$ cat src/rtl/risc_pkg.sv
// ----------------------------------------------------------------------------
// risc_pkg
// Shared definitions for the 8-bit RISC core front end.
//   state_e       : fetch/decode/execute sequencer states
//   *_MSB/*_LSB   : instruction register field positions (opcode, rd, operand)
//   NOP_INSTR     : value the instruction register holds after reset
// ----------------------------------------------------------------------------
package risc_pkg;

  typedef enum logic [2:0] {
    ST_RESET  = 3'd0,
    ST_FETCH  = 3'd1,
    ST_LOAD   = 3'd2,
    ST_DECODE = 3'd3,
    ST_EXEC   = 3'd4
  } state_e;

  localparam int OPC_MSB  = 15;
  localparam int OPC_LSB  = 12;
  localparam int RD_MSB   = 11;
  localparam int RD_LSB   = 7;
  localparam int OPND_MSB = 6;
  localparam int OPND_LSB = 0;

  localparam logic [15:0] NOP_INSTR = 16'h0000;

endpackage

$ cat src/rtl/instr_fetch_seq_pc_reg.sv
// ----------------------------------------------------------------------------
// pc_reg
// Program counter register with load / increment / hold. Increment wraps
// modulo 2^PC_W with no carry-out.
// Ports:
//   clk      : clock, rising edge
//   rst      : synchronous active-high reset, loads RESET_VEC
//   load     : take load_val (has priority over inc)
//   inc      : advance by one
//   load_val : branch destination
//   pc       : current program counter
// ----------------------------------------------------------------------------
module pc_reg #(
  parameter int                PC_W      = 8,
  parameter logic [PC_W-1:0]   RESET_VEC = '0
) (
  input  logic            clk,
  input  logic            rst,
  input  logic            load,
  input  logic            inc,
  input  logic [PC_W-1:0] load_val,
  output logic [PC_W-1:0] pc
);

  logic [PC_W-1:0] pc_d;
  logic [PC_W-1:0] pc_q;

  // Load beats increment; neither asserted means hold.
  always_comb begin
    pc_d = pc_q;
    if (load) begin
      pc_d = load_val;
    end else if (inc) begin
      pc_d = pc_q + {{(PC_W-1){1'b0}}, 1'b1};
    end
  end

  always_ff @(posedge clk) begin
    if (rst) begin
      pc_q <= RESET_VEC;
    end else begin
      pc_q <= pc_d;
    end
  end

  assign pc = pc_q;

endmodule

$ cat src/rtl/instr_fetch_seq.sv
// ----------------------------------------------------------------------------
// instr_fetch_seq
// Instruction fetch and sequencing stage. Owns the PC (via pc_reg) and the
// instruction register, runs RESET -> FETCH -> LOAD -> DECODE -> EXEC.
// Ports:
//   clk, rst            : clock and synchronous active-high reset
//   instr_addr/instr_req: program memory read address (= pc) and request
//   instr_data          : memory read data, 1-cycle synchronous read
//   instr_valid         : read data valid, used only with IFU_WAIT_EN
//   stall               : hold in EXEC while downstream is busy
//   br_taken/br_target  : branch resolution, sampled when leaving EXEC
//   en_Fetch            : one-cycle strobe in DECODE, IR fields valid
//   en_Exec             : high for every EXEC cycle
//   I, RD_addr, operand : continuous slices of the instruction register
//   pc                  : current program counter
// Configuration macro:
//   IFU_WAIT_EN : LOAD waits for instr_valid, keeping instr_req high.
//                 Undefined (default): LOAD lasts exactly one cycle.
// ----------------------------------------------------------------------------
module instr_fetch_seq
  import risc_pkg::*;
#(
  parameter int              PC_W      = 8,
  parameter int              INSTR_W   = 16,
  parameter logic [PC_W-1:0] RESET_VEC = '0
) (
  input  logic               clk,
  input  logic               rst,
  output logic [PC_W-1:0]    instr_addr,
  output logic               instr_req,
  input  logic [INSTR_W-1:0] instr_data,
  input  logic               instr_valid,
  input  logic               stall,
  input  logic               br_taken,
  input  logic [PC_W-1:0]    br_target,
  output logic               en_Fetch,
  output logic               en_Exec,
  output logic [3:0]         I,
  output logic [4:0]         RD_addr,
  output logic [6:0]         operand,
  output logic [PC_W-1:0]    pc
);

  state_e               state_d, state_q;
  logic [INSTR_W-1:0]   ir_d, ir_q;
  logic                 instr_req_d, instr_req_q;
  logic                 en_fetch_d, en_fetch_q;
  logic                 en_exec_d, en_exec_q;
  logic                 pc_load;
  logic                 pc_inc;
  logic [PC_W-1:0]      pc_cur;

  pc_reg #(
    .PC_W      (PC_W),
    .RESET_VEC (RESET_VEC)
  ) u_pc_reg (
    .clk      (clk),
    .rst      (rst),
    .load     (pc_load),
    .inc      (pc_inc),
    .load_val (br_target),
    .pc       (pc_cur)
  );

`ifndef IFU_WAIT_EN
  logic unused_instr_valid;
  assign unused_instr_valid = instr_valid;
`endif

  // Next-state, IR capture and PC control. stall/br_taken only matter in
  // EXEC, and stall masks br_taken until the cycle it drops.
  always_comb begin
    state_d = state_q;
    ir_d    = ir_q;
    pc_load = 1'b0;
    pc_inc  = 1'b0;
    case (state_q)
      ST_RESET:  state_d = ST_FETCH;
      ST_FETCH:  state_d = ST_LOAD;
      ST_LOAD: begin
`ifdef IFU_WAIT_EN
        if (instr_valid) begin
          ir_d    = instr_data;
          state_d = ST_DECODE;
        end
`else
        ir_d    = instr_data;
        state_d = ST_DECODE;
`endif
      end
      ST_DECODE: state_d = ST_EXEC;
      ST_EXEC: begin
        if (!stall) begin
          pc_load = br_taken;
          pc_inc  = !br_taken;
          state_d = ST_FETCH;
        end
      end
      default:   state_d = ST_RESET;
    endcase
  end

  // Strobes are decoded from the next state so they come straight off flops
  // and line up with the state they describe.
  always_comb begin
`ifdef IFU_WAIT_EN
    instr_req_d = (state_d == ST_FETCH) || (state_d == ST_LOAD);
`else
    instr_req_d = (state_d == ST_FETCH);
`endif
    en_fetch_d  = (state_d == ST_DECODE);
    en_exec_d   = (state_d == ST_EXEC);
  end

  // Reset clears the IR, so an in-flight read is dropped and DECODE can
  // never be reached with a half-loaded instruction.
  always_ff @(posedge clk) begin
    if (rst) begin
      state_q     <= ST_RESET;
      ir_q        <= INSTR_W'(NOP_INSTR);
      instr_req_q <= 1'b0;
      en_fetch_q  <= 1'b0;
      en_exec_q   <= 1'b0;
    end else begin
      state_q     <= state_d;
      ir_q        <= ir_d;
      instr_req_q <= instr_req_d;
      en_fetch_q  <= en_fetch_d;
      en_exec_q   <= en_exec_d;
    end
  end

  assign instr_addr = pc_cur;
  assign pc         = pc_cur;
  assign instr_req  = instr_req_q;
  assign en_Fetch   = en_fetch_q;
  assign en_Exec    = en_exec_q;
  assign I          = ir_q[OPC_MSB:OPC_LSB];
  assign RD_addr    = ir_q[RD_MSB:RD_LSB];
  assign operand    = ir_q[OPND_MSB:OPND_LSB];

endmodule

$ cat config.mk
export PLATFORM = sky130hd
export DESIGN_NAME = instr_fetch_seq
export DESIGN_NICKNAME = d
export VERILOG_FILES = /design/src/rtl/risc_pkg.sv /design/src/rtl/instr_fetch_seq_pc_reg.sv /design/src/rtl/instr_fetch_seq.sv
export SDC_FILE = /design/constraint.sdc
export NUM_CORES = 1
export LEC_CHECK = 0
export BUFFER_PORTS_ARGS = -buffer_cell sky130_fd_sc_hd__buf_2
export CAP_MARGIN = 25
export CORE_MARGIN = 10
export CORE_UTILIZATION = 40
export DETAILED_ROUTE_END_ITERATION = 10
export PLACE_DENSITY = 0.8
export REMOVE_ABC_BUFFERS = 1
export SLEW_MARGIN = 20
export SYNTH_ARGS = -nofsm -noshare
export SYNTH_HDL_FRONTEND = slang
export SYNTH_HIERARCHICAL = 1
export SYNTH_SLANG_ARGS = --single-unit
$ cat constraint.sdc
create_clock -name clk -period 1.81 [get_ports clk]
set_input_delay 0 -clock clk [delete_from_list [all_inputs] [get_ports clk]]
set_output_delay 0 -clock clk [all_outputs]
set_load 0.005 [all_outputs]
==> results.json <==
{
  "run_status": "finished, final reports clean",
  "critical_path.startpoint_type": "register",
  "timing_worst_slew_pin_value_ns": 0.3644,
  "pre_cts_worst_setup_slack_ns": 0.1101,
  "fp.dieW_um": 81.55,
  "post_synth_and_or_nand_nor_area_fraction_pct": 25.68,
  "slew-limit-headroom_pct": 75.70,
  "clk_pin_slew_ns": 0.06,
  "wl_mm": 3.816,
  "grt_first_pass_wirelength_mm": 6.299,
  "cpMaxStageDelayCell": "or4_1",
  "cpPeakStageDelay_ns": 0.48,
  "xor_and_xnor_fraction_of_the_mapped_netlist_area_pct": 2.890,
  "fraction_of_layout_cells_with_a_size_suffix_above_1_pct": 34.91,
  "synth_cell_type_count": 32,
  "ctsHtreeMaxLevel": 2,
  "n_antenna_cell": 0,
  "cts_inserted_buffers": 5,
  "core_area_sq_um": 3661,
  "dp.final_hpwl_mm": 2.661,
  "antenna_violating_nets_post_route": 0,
  "initial_utilization_pct": 41.39,
  "postSynthAreaPerCell_sq_um": 9.903,
  "p_per_area_nw_per_um2": 742.6,
  "layout_min_cycle_time_ns": 1.681,
  "ctsLongestPathBuffers": 2,
  "leakage_nw": 0.9268,
  "largest_clock_skew_in_the_final_design_ns": 0.005759,
  "clock_tree.root_cell": "clkbuf_8",
  "timing.final.ws_setup_ns": 0.1287,
  "irDropWorstVdd_uv": 398.9,
  "worstSetupEndpointType": "register",
  "hp-class": "in -> reg",
  "footprint_of_the_multi_input_gates_sq_um": 759.5,
  "worst_skew_pair.late_latency_ns": 0.27,
  "port_buffers": 62,
  "first_pass_iters": 4,
  "postSynthRegisterBits": 30,
  "wire_per_inst_um": 13.63,
  "global_route.overflow_total": 0,
  "worstPathArrival_ns": 1.88,
  "vias_per_cell": 4.807,
  "required_ns": 2.01,
  "cts.sink_count": 30,
  "post_synth_instance_area_sq_um": 1515,
  "synth_top_family_by_area": "simple AND/OR/NAND/NOR gates",
  "layout.area.seq_sq_um": 600.6,
  "placementRows": 22,
  "routabilityCongestion": 0.7620,
  "report.final.slew_viol_count": 0,
  "synth-adder-area-share_pct": 0.8258,
  "unrepaired_setup_endpoints_after_global_routing": "false",
  "timing.critical_path.fanout_max": 2,
  "synth.yosys.seq_area_share_pct": 39.64,
  "grt_use_total_pct": 11.78,
  "compound_cell_area_share_of_the_yosys_netlist_pct": 7.267,
  "grt_antenna_before_repair": 0,
  "crit_path_cell_trace": "nor4_2 > or3b_1 > or4_1 > o211ai_1",
  "syn_to_final_growth_pct": 39.31,
  "start_to_end_type_of_the_worst_setup_path": "reg -> reg",
  "final_nets": 261,
  "ys.warnings.count": 6,
  "final-setup-viol-count": 0,
  "tritoncts": "yes",
  "totalNegativeSetupSlack_ns": 0,
  "fmax_mhz": 594.8,
  "synth_mux_area_share_pct": 12.63,
  "drc": 0,
  "timing.final.hold_violations": 0,
  "num-fill-cells": 337,
  "largest_register_ffs": 16,
  "grt_start_max_net_pins": 48,
  "max_capacitance_violation_total": 0,
  "die_y_um": 81.55,
  "die_area_sq_um": 6650,
  "first_global_vias": 1380,
  "final_cycle_utilization_of_the_critical_path_pct": 92.89,
  "ioPinCount": 64,
  "postSynthCellCount": 153,
  "dr_total_vias": 1346,
  "detail_route.iter0.violations": 29
}
cells by family after synthesis:
| kind of cell | Yosys count |
|---|---|
| simple gates | 61 |
| flops | 30 |
| buf+inv | 21 |
| mux | 19 |
| compound gates | 16 |
| xor+xnor | 5 |
| fa+ha+maj | 1 |
placed cells by master (no fill, tap or decap), types with 4 or more instances in the layout:
cell,n
xor2_1,4
clkbuf_8,8
buf_4,7
dfxtp_1,30
nand2b_1,33
o211ai_1,4
mux2i_1,18
dlygate4sd3_1,21
buf_2,62
nor2_1,5
a21oi_1,5
metal layers:
| layer | wire (um) | track usage [%] | up-vias |
|---|---|---|---|
| met5 | 0 | 0 | - |
| met4 | 25 | 4.152 | 0 |
| met3 | 419 | 6.004 | 5 |
| met2 | 1797 | 19.75 | 50 |
| met1 | 1574 | 12.51 | 612 |
| li1 | - | - | 679 |
path summary, 6_finish.rpt:
| kind | from | to | slack [ns] | cells past startpoint |
|---|---|---|---|---|
| max | state_q[0]$_SDFF_PP0_ | u_pc_reg/pc[7]$_SDFFE_PP0P_ | 0.13 | 4 |
| min | stall | state_q[0]$_SDFF_PP0_ | 0.01 | 3 |
| max reg2reg | state_q[0]$_SDFF_PP0_ | u_pc_reg/pc[7]$_SDFFE_PP0P_ | 0.13 | 4 |
| min reg2reg | ir_q[3]$_SDFFE_PP0P_ | ir_q[3]$_SDFFE_PP0P_ | 0.47 | 2 |
synth_stat cells:
| cell | count | area (sq um) |
|---|---|---|
| nand2b_1 | 33 | 206.5 |
| dfxtp_1 | 30 | 600.6 |
| mux2i_1 | 18 | 180.2 |
| buf_4 | 9 | 67.56 |
| a21oi_1 | 5 | 25.02 |
| buf_6 | 5 | 56.30 |
| nor2_1 | 5 | 18.77 |
| o211ai_1 | 4 | 30.03 |
| xor2_1 | 4 | 35.03 |
| a211oi_1 | 3 | 22.52 |
| clkbuf_1 | 3 | 11.26 |
| nand3_1 | 3 | 15.01 |
| nand4_1 | 3 | 18.77 |
| nor3_1 | 3 | 15.01 |
| nor3b_1 | 3 | 22.52 |
| inv_1 | 2 | 7.510 |
| nand2_1 | 2 | 7.510 |
| nor4b_1 | 2 | 17.52 |
| o21a_1 | 2 | 15.01 |
| or4_1 | 2 | 15.01 |
| a2111oi_0 | 1 | 8.760 |
| buf_12 | 1 | 20.02 |
| buf_2 | 1 | 5.000 |
| ha_1 | 1 | 12.51 |
| mux2_2 | 1 | 11.26 |
| nand3b_1 | 1 | 7.510 |
| nand4bb_1 | 1 | 11.26 |
| nor3b_4 | 1 | 18.77 |
| nor4_1 | 1 | 6.260 |
| o31a_1 | 1 | 8.760 |
| or3b_1 | 1 | 8.760 |
| xnor2_1 | 1 | 8.760 |
stage by stage:
step / std cells / instance area [sq um] / hold WS [ns] / utilization [%] / total power (W)
final: 280 / 2111 / 0.01137 / 57.66 / 0.001567
after CTS: 280 / 2105 / 0.001226 / 57.48 / 0.001586
after global placement: 251 / 1784 / 0.2355 / 48.74 / 0.0009194
after floorplan: 134 / 1355 / 0.06907 / - / 0.0008226
after global routing: 280 / 2111 / 0.01445 / 57.66 / 0.001643
after detailed placement: 251 / 1784 / 0.2485 / 48.74 / 0.0009268
report_power, final:
group	internal (W)	total, W	switching (W)
Combinational	0.000135	0.000231	0.0000960
Clock	0.000383	0.000623	0.000239
Sequential	0.000696	0.000713	0.0000177
Total	0.00121	0.00157	0.000353
repair_timing:
action	in CTS	in global routing
endpoints found under the setup margin	0	2
endpoints found under the hold margin	21	0
buffers inserted	0	0
resized for setup	0	1
hold buffers	21	0
area by class of cell:
class	count	area share [%]
clock buffers	8	5.216
inverters	2	0.3557
multi-input cells	102	35.98
flip-flops and latches	30	28.45
well taps	48	2.845
repair buffers	90	27.15
worst max-delay path: cells and delay by family, from the launching register on:
kind | cells | cell delay, ns
and+or+nand+nor | 3 | 1.18
DFF | 1 | 0.32
AOI/OAI and AO/OA | 1 | 0.10
(Power assumes the default switching activity.)
